<file path="config.mk">
export PLATFORM = sky130hd
export DESIGN_NAME = hazard_scoreboard
export DESIGN_NICKNAME = d
export VERILOG_FILES = /design/src/rtl/hazard_scoreboard_pkg.sv /design/src/rtl/hazard_scoreboard_sat_counter.sv /design/src/rtl/hazard_scoreboard.sv
export SDC_FILE = /design/constraint.sdc
export NUM_CORES = 1
export LEC_CHECK = 0
export ABC_AREA = 1
export BUFFER_PORTS_ARGS = -buffer_cell sky130_fd_sc_hd__buf_2
export CORE_AREA = 4 4 78 58
export CTS_CLUSTER_DIAMETER = 50
export DETAILED_ROUTE_END_ITERATION = 7
export DIE_AREA = 0 0 82 62
export PLACE_DENSITY_LB_ADDON = 0.05
export SLEW_MARGIN = 20
export SYNTH_ARGS = -nofsm -noshare
export SYNTH_HDL_FRONTEND = slang
export SYNTH_HIERARCHICAL = 1
export SYNTH_SLANG_ARGS = --single-unit
</file>
<file path="constraint.sdc">
create_clock -name clk_i -period 1.9 [get_ports clk_i]
set_clock_uncertainty 0.05 [all_clocks]
set_input_delay 0.285 -clock clk_i [delete_from_list [all_inputs] [get_ports clk_i]]
set_output_delay 0.285 -clock clk_i [all_outputs]
set_load 0.01 [all_outputs]
</file>
<file path="src/rtl/hazard_scoreboard_pkg.sv">
// Shared types for the ID-stage RAW hazard scoreboard: FSM state, tracker entry, x0 constant.
package hazard_scoreboard_pkg;

    typedef enum logic [1:0] {
        ST_RUN     = 2'd0,
        ST_STALL   = 2'd1,
        ST_FLUSH   = 2'd2,
        ST_MEMWAIT = 2'd3
    } hs_state_e;

    typedef struct packed {
        logic       valid;
        logic [4:0] rd;
    } trk_entry_t;

    localparam logic [4:0] REG_ZERO = 5'd0;

    // A read source only conflicts if it is actually read and is not x0.
    function automatic logic src_match(input logic used, input logic [4:0] src,
                                       input trk_entry_t e);
        return used && (src != REG_ZERO) && e.valid && (src == e.rd);
    endfunction

endpackage

</file>
<file path="src/rtl/hazard_scoreboard_sat_counter.sv">
// Saturating up-counter used for the scoreboard performance counters.
module sat_counter #(
    parameter int W = 32
) (
    input  logic         gclk,
    input  logic         grst_n,
    input  logic         inc,
    output logic [W-1:0] cnt
);

    always_ff @(posedge gclk or negedge grst_n) begin
        if (!grst_n)
            cnt <= '0;
        else if (inc && (cnt != '1))
            cnt <= cnt + W'(1);
    end

endmodule

</file>
<file path="src/rtl/hazard_scoreboard.sv">
// In-order pipeline RAW hazard scoreboard with redirect flush and memory-busy freeze.
// Optional perf counters are built only when HAZARD_PERF_CNT_EN is defined.
module hazard_scoreboard
    import hazard_scoreboard_pkg::*;
#(
    parameter int HAZ_DEPTH = 3,
    parameter int CNT_W     = 32
) (
    input  logic             clk_i,
    input  logic             rst_ni,
    input  logic             id_valid_i,
    input  logic [4:0]       id_rs1_addr_i,
    input  logic [4:0]       id_rs2_addr_i,
    input  logic             id_rs1_used_i,
    input  logic             id_rs2_used_i,
    input  logic [4:0]       id_rd_addr_i,
    input  logic             id_rd_wren_i,
    input  logic             ex_redirect_i,
    input  logic             mem_busy_i,
    output logic             stall_o,
    output logic             bubble_o,
    output logic             flush_o,
    output logic [1:0]       state_o,
    output logic [CNT_W-1:0] stall_cnt_o,
    output logic [CNT_W-1:0] flush_cnt_o
);

    // trk[0] is EX, trk[HAZ_DEPTH-1] is WB
    trk_entry_t [HAZ_DEPTH-1:0] trk;
    logic       [HAZ_DEPTH-1:0] hit;
    logic                       raw_hit;
    trk_entry_t                 id_entry;
    hs_state_e                  state_q, state_d;

    for (genvar g = 0; g < HAZ_DEPTH; g++) begin : g_hit
        assign hit[g] = src_match(id_rs1_used_i, id_rs1_addr_i, trk[g]) |
                        src_match(id_rs2_used_i, id_rs2_addr_i, trk[g]);
    end

    // No register-file write-through, so the WB entry still counts as a hazard.
    assign raw_hit = id_valid_i & (|hit);

    always_comb begin
        stall_o  = 1'b0;
        bubble_o = 1'b0;
        flush_o  = 1'b0;
        state_d  = ST_RUN;
        if (mem_busy_i) begin
            stall_o = 1'b1;
            state_d = ST_MEMWAIT;
        end else if (ex_redirect_i) begin
            flush_o  = 1'b1;
            bubble_o = 1'b1;
            state_d  = ST_FLUSH;
        end else if (raw_hit) begin
            stall_o  = 1'b1;
            bubble_o = 1'b1;
            state_d  = ST_STALL;
        end
    end

    always_ff @(posedge clk_i or negedge rst_ni) begin
        if (!rst_ni)
            state_q <= ST_RUN;
        else
            state_q <= state_d;
    end

    assign state_o = state_q;

    always_comb begin
        id_entry.valid = id_valid_i & id_rd_wren_i & (id_rd_addr_i != REG_ZERO);
        id_entry.rd    = id_rd_addr_i;
        if (bubble_o)
            id_entry = '0;
    end

    // A redirect only bubbles entry 0; the branch already in EX keeps its rd (JAL/JALR).
    always_ff @(posedge clk_i or negedge rst_ni) begin
        if (!rst_ni) begin
            trk <= '0;
        end else if (!mem_busy_i) begin
            trk[0] <= id_entry;
            for (int i = 1; i < HAZ_DEPTH; i++)
                trk[i] <= trk[i-1];
        end
    end

`ifdef HAZARD_PERF_CNT_EN
    sat_counter #(.W(CNT_W)) u_stall_cnt (
        .gclk   (clk_i),
        .grst_n (rst_ni),
        .inc    (state_d == ST_STALL),
        .cnt    (stall_cnt_o)
    );

    sat_counter #(.W(CNT_W)) u_flush_cnt (
        .gclk   (clk_i),
        .grst_n (rst_ni),
        .inc    (state_d == ST_FLUSH),
        .cnt    (flush_cnt_o)
    );
`else
    assign stall_cnt_o = '0;
    assign flush_cnt_o = '0;
`endif

endmodule

</file>
=== Yosys cells after proc, flatten, opt, wreduce, memory -nomap -nowiden ===
Cells that the tools add are included.

* Eq/ne operators: 6
* Multiplexer cells: 11
* Bitwise gates (word level): 6
* Reductions and logical operators: 18

{| class="wikitable"
|+ Operator list
! kind !! count
|-
| 5-bit equality test || 6
|-
| 5-bit nonzero test || 3
|-
| 1-bit logical AND || 14
|-
| 1-bit two-way mux || 8
|-
| 6-bit two-way mux || 1
|-
| 2-bit two-way mux || 2
|-
| 1-bit bitwise AND || 3
|-
| 1-bit OR || 3
|-
| 3-bit OR reduction || 1
|}

* Register bits after elaboration: 20
* Bits of input ports: 23
* Output and inout port bits: 69
* Logic and storage cells: 48

=== Logic depth before layout (Yosys ltp) ===
Gate-level depths: netlist (run 1).

* Word-level depth: 11
* Mapped depth: 11
* Mapped depth without buffers: 11

=== Least setup slack after synthesis (run 1) ===
No wires, ideal clock.

* Path type: register to output
* From: reg trk[3] (netlist name)
* To: out stall_o
* Arrival time: 1.067 ns
* Data required time: 1.565 ns
* Setup slack: 0.498 ns
* Stages on the path, launching flop included: 9
* Path buffers: 0
* Path through: dfrtp_1 > nand2_1 > o21ai_0 > nand3b_1 > nor2_2 > nor2_2 > nand3_2 > nand3_1 > nand2_1

* Cells in the longest elaborated chain, start to end: 8
* Elaborated cells on any way between the ends: 10
* Classes of those cells: eq/ne: 2; mux: 3; bitwise: 2; reduce/logical: 3

{| class="wikitable"
|+ Ends and longest elaborated chain
! element !! line !! source
|-
| from (decl) || hazard_scoreboard.sv:29 || <nowiki>trk_entry_t [HAZ_DEPTH-1:0] trk;</nowiki>
|-
| from (signal, indexed assignment) || hazard_scoreboard.sv:85 || <nowiki>trk[i] <= trk[i-1];</nowiki>
|-
| 5-bit equality test || hazard_scoreboard_pkg.sv:21 || <nowiki>return used && (src != REG_ZERO) && e.valid && (src == e.rd);</nowiki>
|-
| 1-bit logical AND || hazard_scoreboard_pkg.sv:21 ||
|-
| 1-bit OR * || hazard_scoreboard.sv:36 || <nowiki>assign hit[g] = src_match(id_rs1_used_i, id_rs1_addr_i, trk[g]) |</nowiki>
|-
| 3-bit OR reduction * || hazard_scoreboard.sv:41 || <nowiki>assign raw_hit = id_valid_i & (|hit);</nowiki>
|-
| 1-bit bitwise AND * || hazard_scoreboard.sv:41 ||
|-
| 1-bit two-way mux * || hazard_scoreboard.sv:55 || <nowiki>end else if (raw_hit) begin</nowiki>
|-
| 1-bit two-way mux * || hazard_scoreboard.sv:51 || <nowiki>end else if (ex_redirect_i) begin</nowiki>
|-
| 1-bit two-way mux * || hazard_scoreboard.sv:48 || <nowiki>if (mem_busy_i) begin</nowiki>
|-
| to (decl) || hazard_scoreboard.sv:20 || <nowiki>output logic stall_o,</nowiki>
|}

Every way passes the cells marked *; elsewhere a longest branch is shown, timed or not.

=== Final worst setup path (run 1) ===
* From: reg trk[6] (netlist name)
* To: out stall_o

The elaborated chain is that of the path after synthesis.

==> results of run 1 <==
[placed cells by master, fill, tap and decap left out]
master,Yosys,final
buf_2,1,26
buf_4,64,6
buf_6,0,1
clkbuf_8,0,4
conb_1,1,64
dfrtp_1,20,18
dfrtp_2,0,2
dlygate4sd3_1,0,1
inv_1,27,21
inv_2,6,12
nand2_1,87,84
nand2_2,1,4
nand2_4,1,1
nand3_1,16,15
nand3_2,1,2
nand3b_1,1,1
nor2_1,27,26
nor2_2,3,4
nor3_1,2,2
o21ai_0,20,19
o21ai_1,4,5
xnor2_1,2,1
xnor2_2,0,1
[per-layer routing]
layer	up-vias	part of all wire	track usage
li1	813	-	-
met1	681	0.50	0.2451
met4	0	0.0015	0.01422
met2	56	0.41	0.2301
met3	2	0.088	0.04611
met5	-	0	0
[what timing repair did]
| action | in CTS | in global routing |
|---|---|---|
| setup buffers | 4 | 1 |
| endpoints found under the hold margin | 20 | 0 |
| endpoints found under the setup margin | 2 | 2 |
| resized for setup | 8 | 8 |
| hold buffers | 1 | 0 |
| pin swaps | 6 | 5 |
[power by group through the flow]
stage / Clock, W / Combinational, W / Sequential, W
after floorplan: 0 / 0.000301 / 0.000502
after global placement: 0 / 0.000291 / 0.000513
after detailed placement: 0 / 0.000290 / 0.000512
after CTS: 0.000351 / 0.000307 / 0.000505
after global routing: 0.000370 / 0.000361 / 0.000514
final: 0.000340 / 0.000314 / 0.000507
[worst min-delay path: stages]
cell     delay (ps)
buf_2            90
nand3_1          70
nand2_1          50
[cell families (layout without fill, tap and decap cells)]
group,Yosys count,after routing
simple gates,139,139
buf+inv,100,71
compound gates,24,24
flops,20,20
xor+xnor,2,2
other cells,1,64
[registers in the layout, indices dropped and copies added (netlist names)]
register  count
trk          18
state_o       2
[through the flow]
step / area (um2) / setup WS [ps]
2_1_floorplan: 2067 / 497.7
3_3_place_gp: 1782 / 171.7
3_5_place_dp: 1782 / 180.5
4_1_cts: 1893 / -23.08
5_1_grt: 1916 / -129.6
6_report: 1916 / -13.16
[layout make-up]
class / count / area, um2
Fill cell: 453 / 1888
Inverter: 33 / 123.9
Timing Repair Buffer: 34 / 196.4
Sequential cell: 20 / 503.0
Clock buffer: 4 / 55.05
Tap cell: 52 / 65.06
Multi-Input combinational cell: 229 / 972.2
[path summary, 6_finish.rpt]
kind / cells after the start / to / startpoint / slack [ps]
max in group asynchronous: 2 / trk[2]$_DFFE_PN0N_ / rst_ni / 1000
min reg2reg: 2 / trk[17]$_DFFE_PN0N_ / trk[17]$_DFFE_PN0N_ / 480
max reg2reg: 13 / trk[5]$_DFFE_PN0N_ / trk[6]$_DFFE_PN0N_ / 240
min: 3 / trk[2]$_DFFE_PN0N_ / id_rd_addr_i[2] / 210
max: 11 / stall_o / trk[6]$_DFFE_PN0N_ / -10
min in group asynchronous: 2 / trk[13]$_DFFE_PN0N_ / rst_ni / 450
==> reports/qor.csv, run 1 <==
stage,metric,value,unit
routing,Via density,4.172,
place,HPWL after detailed placement,3360,um
routing,drc violations,0,
yosys,Netlist cell types,19,
cts,Sink Count,20,
worst_setup_path,CP Max Fanout,4,
routing,"wirelength, routed",4106,um
power,switching portion of total power,0.3533,
floorplan,I/O pin cnt,92,
yosys,post-synthesis xor/xnor area fraction,0.009569,
finish,"Cell Count, Final, Fillers Out",372,
run_status,status,finished with violations,
worst_setup_path,Worst EP required,1560,ps
worst_setup_path,Crit path max-delay family,simple AND/OR/NAND/NOR gates,
yosys,post-synthesis simple-gate area fraction,0.3124,
power,Final Power,0.001161,W
global_route,gr usage total,0.1602,
yosys,"area leader, netlist",dfrtp_1,
cts,Root Buffer,clkbuf_8,
yosys,Yosys reg bits,20,
routing,post-route ant nets,0,
global_route,vias in the first global route,1252,
worst_setup_path,"critical path, cell by cell","inv_2, nand2_1, o21ai_0, nor2_1, nand3_1, nand2_1, nand2_1, nand3_2, nand3_2, nand2_2, buf_2",
timing,Setup Viol. Count Final,1,
power,Combinational Power Share,0.270,
finish,fin nets,344,
timing,Max Fclk,522.7,MHz
worst_setup_path,WP buf/inv,2,
floorplan,Core Area,3804,um2
yosys,Synth area leaders,"dfrtp_1 27%, buf_4 26%, nand2_1 18%",
finish,Antenna diodes,0,
floorplan,site row count,19,
worst_setup_path,Slowest cell on crit path,dfrtp_1,
worst_setup_path,CP Capture Type,output port,
routing,Initial DRC Count,150,
power,clock share of power,0.293,
cts,Num CTS Buffers,3,
timing,Max Slew Vio Count,0,
yosys,most numerous cell in the Yosys netlist,nand2_1,
timing,Final Hold Viols,0,
cts,clock-pin transition on the worst setup and hold timing paths,80,ps
power,PwrDens,606.0,nW/um2
floorplan,Die Height,62,um
timing,unrepaired setup endpoints after global routing,yes,
worst_setup_path,worst path arrival time,1580,ps
worst_setup_path,startpoint class of the critical path,flop,
cts,CTS tree,yes,
global_route,gr ovfl total,0,
power,Sw Pwr,0.0004101,W
yosys,Synth Area per Inst,6.400,um2
yosys,"EDFF count, synth",0,
run_status,violated checks,setup timing,
yosys,top cell type's share of synthesized area,0.2734,
job,maxcap violations,0,
cts,H-tree Lvls,1,
yosys,mux share of post-synthesis cell area,0,
place,PortBufs,27,
cts,clock buffer depth,2,
finish,area growth from synthesis to layout,4.648,%
timing,hold slack,208.9,ps
timing,Final Cycle Share,1.007,
yosys,Synth top cells by count,"87 x nand2_1, 64 x buf_4, 27 x inv_1, 27 x nor2_1",
global_route,largest net degree at the start of global routing,21,
timing,fin worst setup slack,-13.16,ps
finish,share of cells above drive strength 1,0.1969,
worst_setup_path,cell mode on critical path,nand2_1,
cts,clk_lat worst skew,260,ps
place,post-placement cell count,362,
worst_setup_path,Setup CP Type,reg -> out,
yosys,Synth Area in Adders,0,
routing,Routed WL per cell,11.04,um
power,LEAKAGE,1.126,nW
routing,total number of vias,1552,
worst_setup_path,"slowest stage delay, CP",410,ps
yosys,"Async S/R FF share, synth",1.000,
yosys,largest family of logic cells by synthesized area,buffers and inverters,
yosys,synth warn,6,
timing,setup TNS,-13.16,ps
floorplan,die area,5084,um2
place,routability cong.,0.8986,
yosys,Post-synth top flop,dfrtp_1,
yosys,Mapped Cells,286,
global_route,first-pass GRT wire length,6065,um
power,worst vdd ir,0.3051,mV
floorplan,width of the die,82,um
hold_path,Hold Path Class,in -> reg,
power,share of power burned in registers,0.437,
finish,final core utilization,0.5036,
floorplan,Starting Density,0.4813,
global_route,initial antenna violation count,0,
timing,post-layout minimum cycle time,1913,ps
routing,DRT Pass-1 Iters,4,
power,P_int,0.0007508,W
yosys,Synth Area in Compound Gates,0.06562,
yosys,synthesized cell area,1831,um2
yosys,sequential share of the synthesized area,0.2734,
No activity file was read; power rests on OpenSTA's default activity.
==> run 2: changes to the inputs <==
REMOVE_ABC_BUFFERS = 1   (was not set)
SKIP_CTS_REPAIR_TIMING = 1   (was not set)
==> reports/qor.csv, run 2 (synthesized netlist as in run 1, its figures left out) <==
stage,metric,value,unit
global_route,initial antenna violation count,0,
finish,share of cells above drive strength 1,0.2031,
timing,fin worst setup slack,-31.08,ps
global_route,first-pass GRT wire length,6106,um
timing,Setup Viol. Count Final,1,
place,instance area at placement,1782,um2
finish,largest reg by FF count,trk,
hold_path,Hold Path Class,in -> reg,
worst_setup_path,startpoint class of the critical path,flop,
routing,post-route ant nets,0,
routing,Routed WL per cell,11.30,um
cts,Num CTS Buffers,3,
timing,Max Fclk,517.8,MHz
cts,H-tree Lvls,1,
timing,Max Slew Vio Count,0,
worst_setup_path,CP Max Fanout,4,
cts,CTS tree,yes,
global_route,gr ovfl total,0,
finish,"commonest non-fill, non-tap cells in the layout","85 x nand2_1, 64 x conb_1, 25 x buf_2",
timing,Final Hold Viols,0,
floorplan,I/O pin cnt,92,
floorplan,Starting Density,0.4813,
worst_setup_path,Crit path max-delay family,simple AND/OR/NAND/NOR gates,
floorplan,Core Area,3804,um2
cts,clock-pin transition on the worst setup and hold timing paths,70,ps
finish,Antenna diodes,0,
routing,Via density,4.145,
floorplan,die area,5084,um2
worst_setup_path,Setup CP Type,reg -> out,
floorplan,width of the die,82,um
run_status,status,finished with violations,
cts,Root Buffer,clkbuf_8,
routing,drc violations,0,
floorplan,site row count,19,
finish,fin nets,344,
place,routability cong.,0.8964,
power,LEAKAGE,1.122,nW
finish,"commonest non-fill, non-tap cell in the layout",nand2_1,
floorplan,Die Height,62,um
worst_setup_path,CP Capture Type,output port,
place,worst slack at placement,34.10,ps
global_route,vias in the first global route,1223,
power,worst vdd ir,0.3040,mV
job,maxcap violations,0,
worst_setup_path,worst path arrival time,1600,ps
cts,Sink Count,20,
finish,max FFs per register,18,
routing,Initial DRC Count,91,
routing,total number of vias,1542,
finish,area growth from synthesis to layout,4.785,%
place,HPWL after detailed placement,3439,um
worst_setup_path,Worst EP required,1560,ps
routing,"wirelength, routed",4202,um
run_status,violated checks,setup timing,
cts,clk_lat worst skew,260,ps
power,Final Power,0.001154,W
worst_setup_path,Slowest cell on crit path,dfrtp_1,
routing,DRT Pass-1 Iters,4,
worst_setup_path,WP buf/inv,2,
global_route,gr usage total,0.1626,
finish,Final Cell Area,1918,um2
global_route,largest net degree at the start of global routing,21,
timing,Final Cycle Share,1.016,
finish,"Cell Count, Final, Fillers Out",372,
place,post-placement cell count,362,
place,PortBufs,27,
cts,clock buffer depth,2,
timing,post-layout minimum cycle time,1931,ps
worst_setup_path,"critical path, cell by cell","inv_2, nand2_1, nand2_1, nor2_1, nand3_1, nor2_2, nor2_2, nand3_2, nand3_2, nand2_2, buf_6",
power,PwrDens,601.6,nW/um2
worst_setup_path,"slowest stage delay, CP",440,ps
timing,unrepaired setup endpoints after global routing,yes,
-- run 2: cell type report --
class	instances	area, um2
timing repair buffer	34	202.7
inverter	33	123.9
fill	436	1886
sequential	20	504.2
multi-input combinational	229	967.2
clock buffer	4	55.05
tap	52	65.06
-- run 2: per-stage QoR --
stage	utilization	TNS [ps]	hold WS [ps]
3_3_place_gp	0.4684	-9.346	227.3
6_report	0.5043	-31.08	222.2
3_5_place_dp	0.4684	0	226.6
4_1_cts	0.4829	-149.7	-63.77
2_1_floorplan	-	0	-60.59
5_1_grt	0.5043	-278.4	217.7
-- run 2: power breakdown --
group | leakage, nW | switching (W) | internal, W
registers | 0.255 | 0.0000442 | 0.000465
clock network | 0.0288 | 0.000139 | 0.000184
logic | 0.839 | 0.000218 | 0.000103
total | 1.12 | 0.000401 | 0.000753
-- run 2: metal layers --
metal	up-vias	track usage	wire [um]
li1	809	-	-
met1	670	0.2624	2108
met2	61	0.2175	1702
met3	2	0.03602	380
met4	0	0.02844	11
met5	-	0	0
-- run 2: worst paths after layout --
path                                      from                   to  slack, ps  cells after the start
max                         trk[2]$_DFFE_PN0N_              stall_o        -30                     11
min                            id_rd_addr_i[2]   trk[2]$_DFFE_PN0N_        220                      3
max reg2reg                 trk[2]$_DFFE_PN0N_   trk[4]$_DFFE_PN0N_        280                     12
min reg2reg                trk[10]$_DFFE_PN0N_  trk[10]$_DFFE_PN0N_        470                      2
max in group asynchronous               rst_ni   trk[3]$_DFFE_PN0N_        970                      2
min in group asynchronous               rst_ni  trk[16]$_DFFE_PN0N_        470                      2
-- run 2: worst register-to-register path: stages, from the launching register on --
cell and delay [ps]:
dfrtp_1 440, inv_2 60, nand2_1 70, nand2_1 50, nor2_1 80, nand3_1 90
nor2_2 120, nor2_2 50, nand3_2 110, nand2_4 60, buf_4 160, nand3_1 110
nand2_1 60
